**config.mk**
```make
export PLATFORM = sky130hd
export DESIGN_NAME = timer_controle
export DESIGN_NICKNAME = d
export VERILOG_FILES = /design/src/rtl/timer_controle.sv
export SDC_FILE = /design/constraint.sdc
export NUM_CORES = 1
export LEC_CHECK = 0
export BUFFER_PORTS_ARGS = -buffer_cell sky130_fd_sc_hd__buf_2
export CELL_PAD_IN_SITES_DETAIL_PLACEMENT = 0
export CELL_PAD_IN_SITES_GLOBAL_PLACEMENT = 1
export CORE_MARGIN = 2
export CORE_UTILIZATION = 35
export DETAILED_ROUTE_END_ITERATION = 10
export PLACE_DENSITY_LB_ADDON = 0.08
export SYNTH_ARGS = -nofsm -noshare
export SYNTH_HDL_FRONTEND = slang
export SYNTH_SLANG_ARGS = --single-unit
```
**constraint.sdc**
```tcl
create_clock -name clk -period 2.11 [get_ports clk]
set_clock_uncertainty 0.15 [all_clocks]
set_input_delay 0.422 -clock clk [delete_from_list [all_inputs] [get_ports clk]]
set_output_delay 0.422 -clock clk [all_outputs]
set_load 0.05 [all_outputs]
```
**src/rtl/timer_controle.sv**
```systemverilog
// Countdown-timer controller for an M:SS display (0:00-9:59): keypad entry,
// start/stop/clear commands, one-second prescaler and BCD countdown with borrow.
module timer_controle #(
  parameter int TICKS_PER_SEC = 50_000_000
) (
  input  logic       clk,
  input  logic       rst_n,
  input  logic       digit_valid,
  input  logic [3:0] digit_in,
  input  logic       start,
  input  logic       stop,
  input  logic       clear,
  output logic [3:0] Minutos,
  output logic [3:0] DezenaSeg,
  output logic [3:0] Segundos,
  output logic       running,
  output logic       done,
  output logic       alarm,
  output logic [1:0] fsm_state
);

  localparam int PW = $clog2(TICKS_PER_SEC);
  localparam logic [PW-1:0] LAST = PW'(TICKS_PER_SEC - 1);

  typedef enum logic [1:0] {
    S_IDLE  = 2'd0,
    S_RUN   = 2'd1,
    S_PAUSE = 2'd2,
    S_DONE  = 2'd3
  } state_t;

  state_t        state, state_d;
  logic [PW-1:0] presc, presc_d;
  logic [3:0]    min_q, dez_q, seg_q;
  logic [3:0]    min_d, dez_d, seg_d;
  logic          done_q, done_d;

  logic [3:0] dec_min, dec_dez, dec_seg;
  logic       dec_zero, value_zero, digit_ok;

  // One-second decrement with BCD borrow; never evaluated at 0:00 in RUN.
  always_comb begin
    dec_min = min_q;
    dec_dez = dez_q;
    dec_seg = seg_q - 4'd1;
    if (seg_q == 4'd0) begin
      dec_seg = 4'd9;
      if (dez_q == 4'd0) begin
        dec_dez = 4'd5;
        dec_min = min_q - 4'd1;
      end else begin
        dec_dez = dez_q - 4'd1;
      end
    end
  end

  assign dec_zero   = (dec_min == 4'd0) && (dec_dez == 4'd0) && (dec_seg == 4'd0);
  assign value_zero = (min_q == 4'd0) && (dez_q == 4'd0) && (seg_q == 4'd0);
  assign digit_ok   = digit_valid && (digit_in <= 4'd9);

  always_comb begin
    state_d = state;
    presc_d = presc;
    min_d   = min_q;
    dez_d   = dez_q;
    seg_d   = seg_q;
    done_d  = 1'b0;
    if (clear) begin
      state_d = S_IDLE;
      presc_d = '0;
      min_d   = 4'd0;
      dez_d   = 4'd0;
      seg_d   = 4'd0;
    end else begin
      case (state)
        S_IDLE: begin
          // An active stop still outranks start/digit, even though it does nothing here.
          if (stop) begin
            state_d = S_IDLE;
          end else if (start) begin
            if (!value_zero) begin
              state_d = S_RUN;
              presc_d = '0;
            end
          end else if (digit_ok && (seg_q <= 4'd5)) begin
            min_d = dez_q;
            dez_d = seg_q;
            seg_d = digit_in;
          end
        end
        S_RUN: begin
          if (stop) begin
            state_d = S_PAUSE;
          end else if (presc == LAST) begin
            presc_d = '0;
            min_d   = dec_min;
            dez_d   = dec_dez;
            seg_d   = dec_seg;
            if (dec_zero) begin
              state_d = S_DONE;
              done_d  = 1'b1;
            end
          end else begin
            presc_d = presc + 1'b1;
          end
        end
        S_PAUSE: begin
          if (!stop && start) state_d = S_RUN;
        end
        S_DONE: begin
          if (!stop && !start && digit_ok) begin
            state_d = S_IDLE;
            min_d   = 4'd0;
            dez_d   = 4'd0;
            seg_d   = digit_in;
          end
        end
        default: state_d = S_IDLE;
      endcase
    end
  end

  always_ff @(posedge clk or negedge rst_n) begin
    if (!rst_n) begin
      state  <= S_IDLE;
      presc  <= '0;
      min_q  <= 4'd0;
      dez_q  <= 4'd0;
      seg_q  <= 4'd0;
      done_q <= 1'b0;
    end else begin
      state  <= state_d;
      presc  <= presc_d;
      min_q  <= min_d;
      dez_q  <= dez_d;
      seg_q  <= seg_d;
      done_q <= done_d;
    end
  end

  assign Minutos   = min_q;
  assign DezenaSeg = dez_q;
  assign Segundos  = seg_q;
  assign running   = (state == S_RUN);
  assign alarm     = (state == S_DONE);
  assign done      = done_q;
  assign fsm_state = state;

endmodule

```
=== Word-level counts from Yosys, hierarchy flattened ===
Cells that the tools add are included.

* Register bits after elaboration: 41
* Bits of input ports: 10
* Output and inout bits: 17
* Word-level logic and storage cells: 102

* Add/subtract/negate cells: 4
* Magnitude comparators: 2
* Equality and inequality tests: 17
* Mux-type cells: 50
* Reductions and logical operators: 23

{| class="wikitable"
|+ Operators with widths
! cell !! number
|-
| $mux 26 || 6
|-
| $mux 4 || 25
|-
| $pmux 26 s2 || 1
|-
| $pmux 4 s3 || 3
|-
| $add 26x1->26 const B || 1
|-
| $eq 26x26->1 const B || 1
|-
| $logic_not 4->1 || 6
|-
| $ne 3x3->1 const B || 7
|-
| $mux 2 || 9
|-
| $sub 4x1->4 const B || 3
|-
| $logic_and 1x1->1 || 9
|-
| $ne 4x3->1 const B || 2
|-
| $ne 4x4->1 const B || 2
|-
| $pmux 2 s4 || 1
|-
| $reduce_and 7->1 || 1
|-
| $ne 3x2->1 const B || 2
|-
| $reduce_and 6->1 || 1
|-
| $mux 1 || 5
|-
| $reduce_and 5->1 || 1
|-
| $eq 2x2->1 const B || 2
|-
| $le 4x3->1 const B || 1
|-
| $le 4x4->1 const B || 1
|-
| $reduce_bool 4->1 || 1
|-
| $reduce_bool 3->1 || 1
|-
| 3 further kinds || 4
|}

=== Longest topological paths before layout ===
* Word-level depth: 11
* Depth in mapped cells: 9
* Depth with buffers taken out: 7

=== Worst setup path before layout ===
OpenSTA, ideal clock, no wires.

* Kind: reg-to-reg
* Start point: reg state[0], in the netlist fsm_state[0]
* End point: reg presc[22]
* Setup time: 78 ps
* Arrival: 2681 ps
* Data required time: 1882 ps
* Path slack: -799 ps
* Cell stages (with the launch flop): 8
* Path buffers: 1
* Clock period less this slack: 2909 ps
* Path through: dfrtp_1 > ha_1 > mux2i_1 > a311oi_4 > o21ai_2 > buf_6 > or4_1 > a21oi_1

* Word-level cells in the longest chain between the ends: 3
* Elaborated cells on any way between the ends: 10
* Classes of those cells: 5 x eq/ne; 2 x mux; 3 x reduce/logical

{| class="wikitable"
|+ Ends and longest elaborated chain
! what !! RTL line !! RTL
|-
| from (decl) || 32 || <nowiki>state_t state, state_d;</nowiki>
|-
| from (signal assigned) || 132 || <nowiki>state <= state_d;</nowiki>
|-
| $eq 2x1->1 (*) || -- ||
|-
| named net running || 16 || <nowiki>output logic running,</nowiki>
|-
| $ne 3x3->1 (no source line) (tied with other cells) || -- ||
|-
| $reduce_and 5->1 (no source line) or $mux 26 (tied branches) || -- ||
|-
| to (signal assigned) || 133 || <nowiki>presc <= presc_d;</nowiki>
|-
| to (decl) || 33 || <nowiki>logic [PW-1:0] presc, presc_d;</nowiki>
|}

Mark *: on every way through the listed nets, which the timed path passes. The rest lies on a longest branch.
A chain may end at the register's enable or synchronous reset.

=== Worst setup path after layout ===
* Start point: reg state[0], in the netlist fsm_state[0]
* End point: reg state[0], in the netlist fsm_state[0]

* Word-level cells in the longest chain between the ends: 3
* Elaborated cells on any way between the ends: 13
* Classes of those cells: 9 x eq/ne; 2 x mux; 2 x reduce/logical

{| class="wikitable"
|+ Ends and longest elaborated chain
! what !! RTL line !! RTL
|-
| $eq 2x1->1 (tied with other cells) || 75 || <nowiki>case (state)</nowiki>
|-
| $ne 4x3->1 (no source line) (tied with other cells) || -- ||
|-
| $reduce_and 6->1 (no source line) or $mux 2 (tied branches) || -- ||
|}

Parallel ways exist; a longest one is shown, timed or not.

==> metrics.txt <==
syn_area_per_cell 8.95 um^2; clk buf depth 2; failing checks setup timing; Initial Utilization 35.7%; crit path max fanout 7; vias in the first global route 2,924; final design utilization 55.6%; r2r startpoint fsm_state[0]$_DFFE_PN0P_; Synth area leaders dfrtp_1 35%, nor2_1 4.2%, xor2_1 3.3%, o211ai_1 3.1%, or4_1 3.1%; vias per inst 5.55; Critical Path RT 2.20 ns; number of routed nets with antenna violations 0; Pins Over Slew Limit 0; post-synthesis cell count 323; initial DRC count 166; post-synth net total 340; synthesized cell area 2890 um^2; worst min path class input pin to async pin; Ports 27; Setup CP Type flip-flop to flip-flop; Critical R2R Capture fsm_state[0]$_DFFE_PN0P_; dpl hpwl 6710 um; largest net degree at the start of global routing 21; async set-or-reset flop fraction in the synthesized netlist 100%; Setup violations, final 24; Core Box Area 8090 um^2; ant diodes 0; P_leak 1.92 nW; Worst slew margin 74.7%; status complete, but fails checks; CP Capture Type flip-flop; flop2flop setup slack -0.14 ns; RePlAce Congestion 0.830; number of flops mapped to enable cells by yosys 0; Max-cap violations 0; TritonRoute pass-1 iters 4; Non-Filler Instances 549; Die Width 94.9 um; P&R area growth vs syn 55.8%; PortBufs 26; total CTS buffers 5; Setup crit start kind flip-flop; Final Hold Viols 0; initial antenna violation count 0; Clock Tree Root clkbuf_8; arrival time worst endpoint 2.34 ns; unique cell type count in the Yosys netlist 63; RSZ-0062 raised after global routing true; most frequent cell after synthesis dfrtp_1; H-tree Lvls 2; Seq/Total Area, Yosys 35.5%; Die H 94.9 um; Main synth FF type dfrtp_1; Final Worst Setup Slack -0.141 ns; layout cells sized above 1 52.0%; Synth top cells by count 41 x dfrtp_1, 32 x nor2_1, 17 x a21oi_1, 17 x nand2_1, 16 x o21ai_0; Worst-Skew Late Latency 0.31 ns; Tot Pwr 5.32 mW; total die area 9000 um^2; Ys Warns 0; maximum VDD drop 0.690 mV; PD cells 1180 nW/um^2; Worst Tran Pin Value 0.380 ns; Yosys reg bits 41; Placed Cells incl. Taps 522; # nets final 460; post-route DRC violation count 0; worst r2r path cells 7; gr ovfl total 0; final critical-path required period 2.25 ns; CTS tree done; post-synth top area share 35.5%; clk slew on worst S/H paths 0.10 ns; global-route usage over all layers 21.9%; Final Cycle Share 107%; post-synth top area cell dfrtp_1; Sinks on Clock Net 41; DR WL/cell 17.4 um; row cnt 33; first-pass GRT wire length 15,300 um; fmax 0.444 GHz; total routed wirelength 9540 um; vias 3,047
-- power by group --
group / switching [mW] / leakage [nW] / internal, mW
Sequential: 0.0971 / 0.553 / 0.897
Clock: 0.309 / 0.0554 / 0.356
Combinational: 1.96 / 1.31 / 1.71
-- placed cells by master, fill, tap and decap left out, types with 9 or more instances in the layout --
master	count
buf_6	19
nor2_1	30
xor2_1	11
dfrtp_1	33
buf_2	25
a21oi_1	12
nand2_1	15
o21ai_1	11
o211ai_1	12
nand3_1	9
buf_4	82
-- worst max-delay path, stage by stage, from the launching register on --
cell and delay, ns:
dfrtp_4 0.50, buf_6 0.14, ha_4 0.18, or3b_1 0.37
o311ai_2 0.10, o32ai_2 0.14, or4_1 0.53, nand3_2 0.08
-- per-stage QoR --
| stage | worst slack (ns) | area [um^2] | hold WS, ns | TNS [ns] |
|---|---|---|---|---|
| floorplan | -0.289 | 2950 | -0.0236 | -7.55 |
| global placement | -0.385 | 3740 | 0.155 | -8.57 |
| detailed placement | -0.430 | 3740 | 0.157 | -9.27 |
| CTS | -0.173 | 4190 | 0.347 | -2.32 |
| global route | -0.207 | 4500 | 0.367 | -4.95 |
| finish | -0.141 | 4500 | 0.346 | -1.87 |
-- worst max-delay path by stage --
stage	startpoint	end	slack (ns)	depth (start not counted)
after floorplan	fsm_state[1]$_DFFE_PN0P_	presc[22]$_DFFE_PN0P_	-0.29	8
after detailed placement	fsm_state[0]$_DFFE_PN0P_	presc[14]$_DFFE_PN0P_	-0.43	8
after global routing	fsm_state[0]$_DFFE_PN0P_	fsm_state[0]$_DFFE_PN0P_	-0.21	9
after CTS	fsm_state[0]$_DFFE_PN0P_	presc[24]$_DFFE_PN0P_	-0.17	9
after global placement	fsm_state[0]$_DFFE_PN0P_	presc[10]$_DFFE_PN0P_	-0.39	8
final	fsm_state[0]$_DFFE_PN0P_	fsm_state[0]$_DFFE_PN0P_	-0.14	7
-- layer usage --
layer	global-route usage, %	up-vias	wire length (um)
met2	33.1	49	4490
met4	3.99	0	102
met1	33.4	1511	4710
met5	0	-	0
met3	2.87	10	238
li1	-	1477	-
-- state kept, by name (all words and copies together), names as in the netlist --
name       flops
presc         26
Segundos       4
Minutos        4
DezenaSeg      4
done           1
fsm_state      2
-- repair_timing --
action / CTS / global route
gates resized for setup: 47 / 65
endpoints found under the setup margin: 39 / 42
pin swaps: 21 / 31
setup buffers: 15 / 2
hold endpoints to repair: 8 / 0
gates cloned: 1 / 1
hold buffers: 1 / 0
-- kinds of logic (layout without fill, tap and decap cells) --
kind of cell             Yosys count  count (layout)  synth area share, %
multiplexers                       8               8                 2.99
AND/OR/NAND/NOR                  138             138                 28.5
buffers and inverters             29             150                 5.06
adder cells (fa/ha/maj)            7               7                 3.03
AO/OA/AOI/OAI                     89              89                 21.6
XOR/XNOR                          11              11                 3.33
flip-flops                        41              41                 35.5
-- layout make-up --
class	count	area (um^2)
fillers	782	3590
multi-input cells	253	2130
repair buffers	131	1040
flip-flops and latches	41	1040
well taps	105	131
clock buffers	6	72.6
inverters	11	46.3
clock inverters	2	38.8
(Power assumes the default switching activity.)
